$ cat src/rtl/pa_cal_accum.sv
// Purpose : accumulates a framed stream of unsigned samples into sum/count and
//           hands them to the mean divider as dividend/divisor with a start pulse.
// Latency : last beat accepted at edge N -> o_start high during cycle N+1.
// Backpr. : o_ready drops from the start pulse until i_div_done is seen; upstream holds.
//
// Ports:
//   i_clk, i_rst_n              clock (rising edge), async active-low reset
//   i_valid/i_data/i_last       sample stream in, accepted when i_valid & o_ready
//   o_ready                     block can take a sample this cycle
//   i_clear                     synchronous abort of a frame in progress
//   o_start                     one-cycle divider kick
//   o_dividend/o_divisor        frame sum (mod 2^SIZE_DATA) / frame sample count
//   o_overflow                  sum or count wrapped in the current/last frame
//   i_div_done                  divider finished, result consumed
//   o_busy                      any state other than IDLE
module pa_cal_accum #(
  parameter int SIZE_DATA = 32
) (
  input  logic                 i_clk,
  input  logic                 i_rst_n,
  input  logic                 i_valid,
  input  logic [SIZE_DATA-1:0] i_data,
  input  logic                 i_last,
  output logic                 o_ready,
  input  logic                 i_clear,
  output logic                 o_start,
  output logic [SIZE_DATA-1:0] o_dividend,
  output logic [SIZE_DATA-1:0] o_divisor,
  output logic                 o_overflow,
  input  logic                 i_div_done,
  output logic                 o_busy
);

  typedef enum logic [1:0] {
    S_IDLE  = 2'd0,
    S_ACC   = 2'd1,
    S_START = 2'd2,
    S_WAIT  = 2'd3
  } state_t;

  localparam logic [SIZE_DATA-1:0] ONE = SIZE_DATA'(1);

  state_t               state_q, state_d;
  logic [SIZE_DATA-1:0] sum_q, count_q, dividend_q, divisor_q;
  logic                 ovf_q;

  logic                 accept;
  logic [SIZE_DATA:0]   sum_add;   // extra bit is the carry-out of the running sum
  logic [SIZE_DATA-1:0] count_inc;
  logic                 count_wrap;

  assign accept     = i_valid & o_ready;
  assign sum_add    = {1'b0, sum_q} + {1'b0, i_data};
  assign count_inc  = count_q + ONE;
  assign count_wrap = &count_q;

  always_ff @(posedge i_clk or negedge i_rst_n) begin
    if (!i_rst_n) state_q <= S_IDLE;
    else          state_q <= state_d;
  end

  always_comb begin
    state_d = state_q;
    o_ready = 1'b0;
    o_start = 1'b0;
    o_busy  = 1'b1;
    case (state_q)
      S_IDLE: begin
        o_ready = 1'b1;
        o_busy  = 1'b0;
        if (accept) state_d = i_last ? S_START : S_ACC;
      end
      S_ACC: begin
        o_ready = 1'b1;
        // Abort takes priority over a simultaneous last beat.
        if (i_clear)                state_d = S_IDLE;
        else if (accept && i_last)  state_d = S_START;
      end
      S_START: begin
        o_start = 1'b1;
        state_d = S_WAIT;
      end
      S_WAIT: begin
        if (i_div_done) state_d = S_IDLE;
      end
      default: state_d = S_IDLE;
    endcase
  end

  // Dividend/divisor are captured on the last accepted beat so they are already
  // valid in the START cycle and stay frozen through WAIT and any aborted frame.
  always_ff @(posedge i_clk or negedge i_rst_n) begin
    if (!i_rst_n) begin
      sum_q      <= '0;
      count_q    <= '0;
      ovf_q      <= 1'b0;
      dividend_q <= '0;
      divisor_q  <= ONE;
    end else begin
      if (state_q == S_IDLE && accept) begin
        sum_q   <= i_data;
        count_q <= ONE;
        ovf_q   <= 1'b0;
        if (i_last) begin
          dividend_q <= i_data;
          divisor_q  <= ONE;
        end
      end else if (state_q == S_ACC && !i_clear && accept) begin
        sum_q   <= sum_add[SIZE_DATA-1:0];
        count_q <= count_inc;
        ovf_q   <= ovf_q | sum_add[SIZE_DATA] | count_wrap;
        if (i_last) begin
          dividend_q <= sum_add[SIZE_DATA-1:0];
          divisor_q  <= count_inc;
        end
      end
    end
  end

  assign o_dividend = dividend_q;
  assign o_divisor  = divisor_q;
  assign o_overflow = ovf_q;

endmodule
$ cat config.mk
export PLATFORM = sky130hd
export DESIGN_NAME = pa_cal_accum
export DESIGN_NICKNAME = d
export VERILOG_FILES = /design/src/rtl/pa_cal_accum.sv
export SDC_FILE = /design/constraint.sdc
export NUM_CORES = 1
export LEC_CHECK = 0
export CORE_ASPECT_RATIO = 1.1
export CORE_UTILIZATION = 45
export CTS_BUF_LIST = sky130_fd_sc_hd__clkbuf_2 sky130_fd_sc_hd__clkbuf_4 sky130_fd_sc_hd__clkbuf_8
export DETAILED_ROUTE_END_ITERATION = 7
export GPL_ROUTABILITY_DRIVEN = 0
export HOLD_SLACK_MARGIN = 0.15
export PLACE_DENSITY = 0.72
export SLEW_MARGIN = 20
export SYNTH_ARGS = -nofsm -noshare
export SYNTH_HDL_FRONTEND = slang
export SYNTH_SLANG_ARGS = --single-unit
export TNS_END_PERCENT = 20
$ cat constraint.sdc
create_clock -name i_clk -period 5.24 [get_ports i_clk]
set_input_delay 1.048 -clock i_clk [delete_from_list [all_inputs] [get_ports i_clk]]
set_output_delay 1.048 -clock i_clk [all_outputs]
set_load 0.1 [all_outputs]
==> results by group <==
Routing
  – Uppermost layer routed: met4
  – Total length of routed met3 wires: a little over 700 µm
  – Number of nets with antenna violations after detailed routing: 0
  – Iteration-0 DRC count of the detailed router: ~450
  – Number of optimization iterations in the first detailed-route pass: 7
  – Vias post-DR: 6442
  – Met1 routed wirelength after detailed routing: 8.27 mm
  – Average routed wire per standard cell: 15.4 µm
  – Detailed-routed wire length on met2: between 8 and 9 mm
  – Routed WL: 18.1 mm
  – DRC violation count after routing: 8
  – Via count normalized by instance count: 5.49

Power and ir drop
  – Sequential cell fraction of total power: 26.6%
  – Switch Pwr: 2870 µW
  – Internal power contribution: 2710 µW
  – Comb power frac: 59.6%
  – Share of total power in the clock network: 13.8%
  – Switching portion of total power: 51.5%
  – Power per standard cell area: 616 mW/mm²
  – Peak VDD IR: 0.373 mV
  – Leakage dissipation: between 0.004 and 0.005 µW

Logic synthesis
  – Proportion of register bits with asynchronous set or reset after synthesis: 100%
  – Combined area of all synthesized cells: 0.00748 mm²
  – Number of warning messages in the yosys log: 0
  – Number of distinct standard cells referenced by the synthesized netlist: between 50 and 60
  – Number of enable flip-flop cells after synthesis: 0
  – Flip-flop and latch count after synthesis: 131
  – Sequential share of the synthesized area: 43.8%
  – Top_reg_cell synth: sky130_fd_sc_hd__dfrtp_1
  – Post-Synthesis Cells: 871
  – Mapped Avg Cell Area: 8.59 µm²
  – Post-synth net total: approximately 940

Hold path
  – Worst Hold Class: reg2reg

CTS
  – TritonCTS clock tree: built
  – Number of H-tree levels: 4
  – CTS hold repair buffers: 0
  – Number of buffers created by CTS: 17
  – Number of setup buffers added after CTS: 0
  – Clock tree buffer depth: 2
  – Cts repair resizes: 0
  – Number of sinks handled by clock tree synthesis: between 100 and 150
  – Clock slew seen by the registers of the worst setup and hold paths: 0.07 ns
  – Clock latency on the worst-skew pair: 0.45 ns
  – CTS root buffer: sky130_fd_sc_hd__clkbuf_8

Timing
  – RSZ-0062 raised after global routing: false
  – Setup Viol. Count Final: 0
  – Worst Max-Slew Pin Slew: 1.02 ns
  – Worst slew margin relative to its limit: 31.5%
  – Total negative slack: 0 ns
  – Final Critical Period: 4.20 ns
  – Tcrit/Tclk final: 80.1%
  – Final Skew: 0.0124 ns
  – Number of failing hold endpoints at the final stage: 0
  – Max-slew violation total from the final report: 0
  – Maximum operating frequency: roughly 0.24 GHz

Floorplanning
  – # IOs: 106
  – Floorplan die area: 0.0171 mm²
  – Initial standard-cell utilization of the core: 45.9%
  – Floorplan Core Area: 0.0163 mm²
  – Number of rows in the core area: between 40 and 50
  – Width of the die: 125 µm
  – Die height: 137 µm

Cells and area
  – Synth-to-layout area growth: 21.0%
  – Register area: 0.00328 mm²
  – Fraction of layout cells with a size suffix above 1: 5.46%
  – Commonest non-fill, non-tap cells in the layout: sky130_fd_sc_hd__nand2_1 (183), sky130_fd_sc_hd__o21ai_0 (132), sky130_fd_sc_hd__dfrtp_1 (130)
  – Count of fill cells added during filler insertion: 1547
  – Combined area of the multi-input logic cells: between 0.003 and 0.004 mm²
  – Post-layout instance count excluding filler cells: around 1.2k
  – Layout net count: 1032
  – Antenna cells: 0
  – Summed area of non-filler cells in the final layout: 0.00905 mm²
  – Most common library cell in the layout ignoring fill and taps: sky130_fd_sc_hd__nand2_1

Global route
  – Number of global-route vias before repair: 6075
  – Total Routing Usage GR: 22.2%
  – Aggregate global routing overflow: 0
  – Global-route wire length before repair: between 20 and 30 mm
  – Initial antenna violation count: 0
  – Largest net degree at the start of global routing: 65

Placed design
  – Placed wire-length estimate: roughly 13 mm
  – Total of buffers placed on input and output ports: 105
  – Dpl cell area: 0.00871 mm²
  – DP Cell Count: 1145

Worst setup path
  – Critical Path End Type: flip-flop
  – Data required, critical path: 5.61 ns
  – Maximum fanout along the worst path: 6
  – Arrival time at the worst endpoint: 4.57 ns
  – Kind of critical path: in2reg
  – CP Launch Type: primary input

Job
  – Max-Cap Viols: 0

Run status
  – Violated checks: design-rule violations
  – Run status: finished, violations left
cell usage after synthesis, types with 9 or more instances:
master / instances / area (µm²)
sky130_fd_sc_hd__nor3_1: 9 / 45.0
sky130_fd_sc_hd__a31oi_1: 11 / 68.8
sky130_fd_sc_hd__xor2_1: 23 / 201
sky130_fd_sc_hd__a21o_1: 14 / 105
sky130_fd_sc_hd__xnor2_1: 28 / 245
sky130_fd_sc_hd__a21oi_1: 50 / 250
sky130_fd_sc_hd__dfrtp_1: 130 / 3250
sky130_fd_sc_hd__clkbuf_1: 42 / 158
sky130_fd_sc_hd__ha_1: 33 / 413
sky130_fd_sc_hd__and3_1: 24 / 150
sky130_fd_sc_hd__nor2_1: 44 / 165
sky130_fd_sc_hd__mux2i_1: 12 / 120
sky130_fd_sc_hd__o31ai_1: 21 / 158
sky130_fd_sc_hd__o21ai_0: 132 / 661
sky130_fd_sc_hd__nand3_1: 18 / 90.1
sky130_fd_sc_hd__inv_1: 13 / 48.8
sky130_fd_sc_hd__nand2_1: 184 / 691
per-layer routing:
layer  vias to the layer above  track usage [%]
li1                       3236                -
met1                      3030             27.9
met2                       154             38.2
met3                        22             4.12
met4                         0             8.60
met5                         -                0
registers in the layout, indices dropped and copies added, names as in the netlist:
register / count
count_q: 32
sum_q: 32
o_overflow: 1
o_divisor: 32
state_q: 2
o_dividend: 32
worst paths after layout:
| kind | to | startpoint | cells past startpoint | slack (ns) |
|---|---|---|---|---|
| max | o_dividend[24] | i_data[0] | 13 | 1.04 |
| min in group asynchronous | o_dividend[5] | i_rst_n | 1 | 0.69 |
| max in group asynchronous | o_divisor[0] | i_rst_n | 2 | 3.55 |
| min reg2reg | o_divisor[6] | o_divisor[6] | 2 | 0.48 |
| max reg2reg | o_dividend[24] | sum_q[0] | 12 | 1.78 |
| min | o_divisor[6] | o_divisor[6] | 2 | 0.48 |
power groups by stage:
stage / Sequential (µW) / Clock [µW] / Combinational [µW]
after global placement: 1490 / 0 / 3290
after detailed placement: 1490 / 0 / 3320
after CTS: 1480 / 788 / 3330
final: 1480 / 772 / 3320
after global routing: 1520 / 831 / 3610
after floorplan: 2420 / 0 / 1620
cells by family (layout without fill, tap and decap cells):
family	count (synthesis)	after routing	synth area share (%)
and+or+nand+nor	314	314	18.4
AOI/OAI and AO/OA	269	269	21.2
DFF	131	131	43.8
buffers and inverters	59	158	2.98
xor gates and xnor gates	51	51	5.97
adders and majority gates	34	34	5.79
muxes	13	13	1.76
per-stage QoR:
stage	hold slack (ns)	util, %	setup slack [ns]	total power, µW
after floorplan	0.447	-	1.57	4040
after global placement	0.462	53.4	0.762	4780
after detailed placement	0.466	53.4	0.622	4820
after CTS	0.483	55.5	1.11	5600
after global routing	0.504	55.5	0.875	5950
final	0.475	55.5	1.04	5580
worst max-delay path: stages:
cell and delay (ns):
sky130_fd_sc_hd__clkdlybuf4s50_1 0.49, sky130_fd_sc_hd__ha_1 0.21, sky130_fd_sc_hd__inv_1 0.06, sky130_fd_sc_hd__fa_1 0.36, sky130_fd_sc_hd__and2b_1 0.24, sky130_fd_sc_hd__o2111ai_1 0.17, sky130_fd_sc_hd__a2111oi_2 0.51, sky130_fd_sc_hd__o311ai_1 0.24
sky130_fd_sc_hd__a21boi_2 0.33, sky130_fd_sc_hd__o41ai_1 0.14, sky130_fd_sc_hd__or4b_1 0.46, sky130_fd_sc_hd__and3_1 0.17, sky130_fd_sc_hd__a21oi_1 0.15
cell type report:
cell class,count,share of cell area (%)
inverters,13,0.539
repair buffers,116,12.5
flip-flops and latches,131,36.2
clock buffers,24,3.51
multi-input cells,681,44.1
clock inverters,5,0.304
well taps,204,2.82
(Power assumes the default switching activity.)
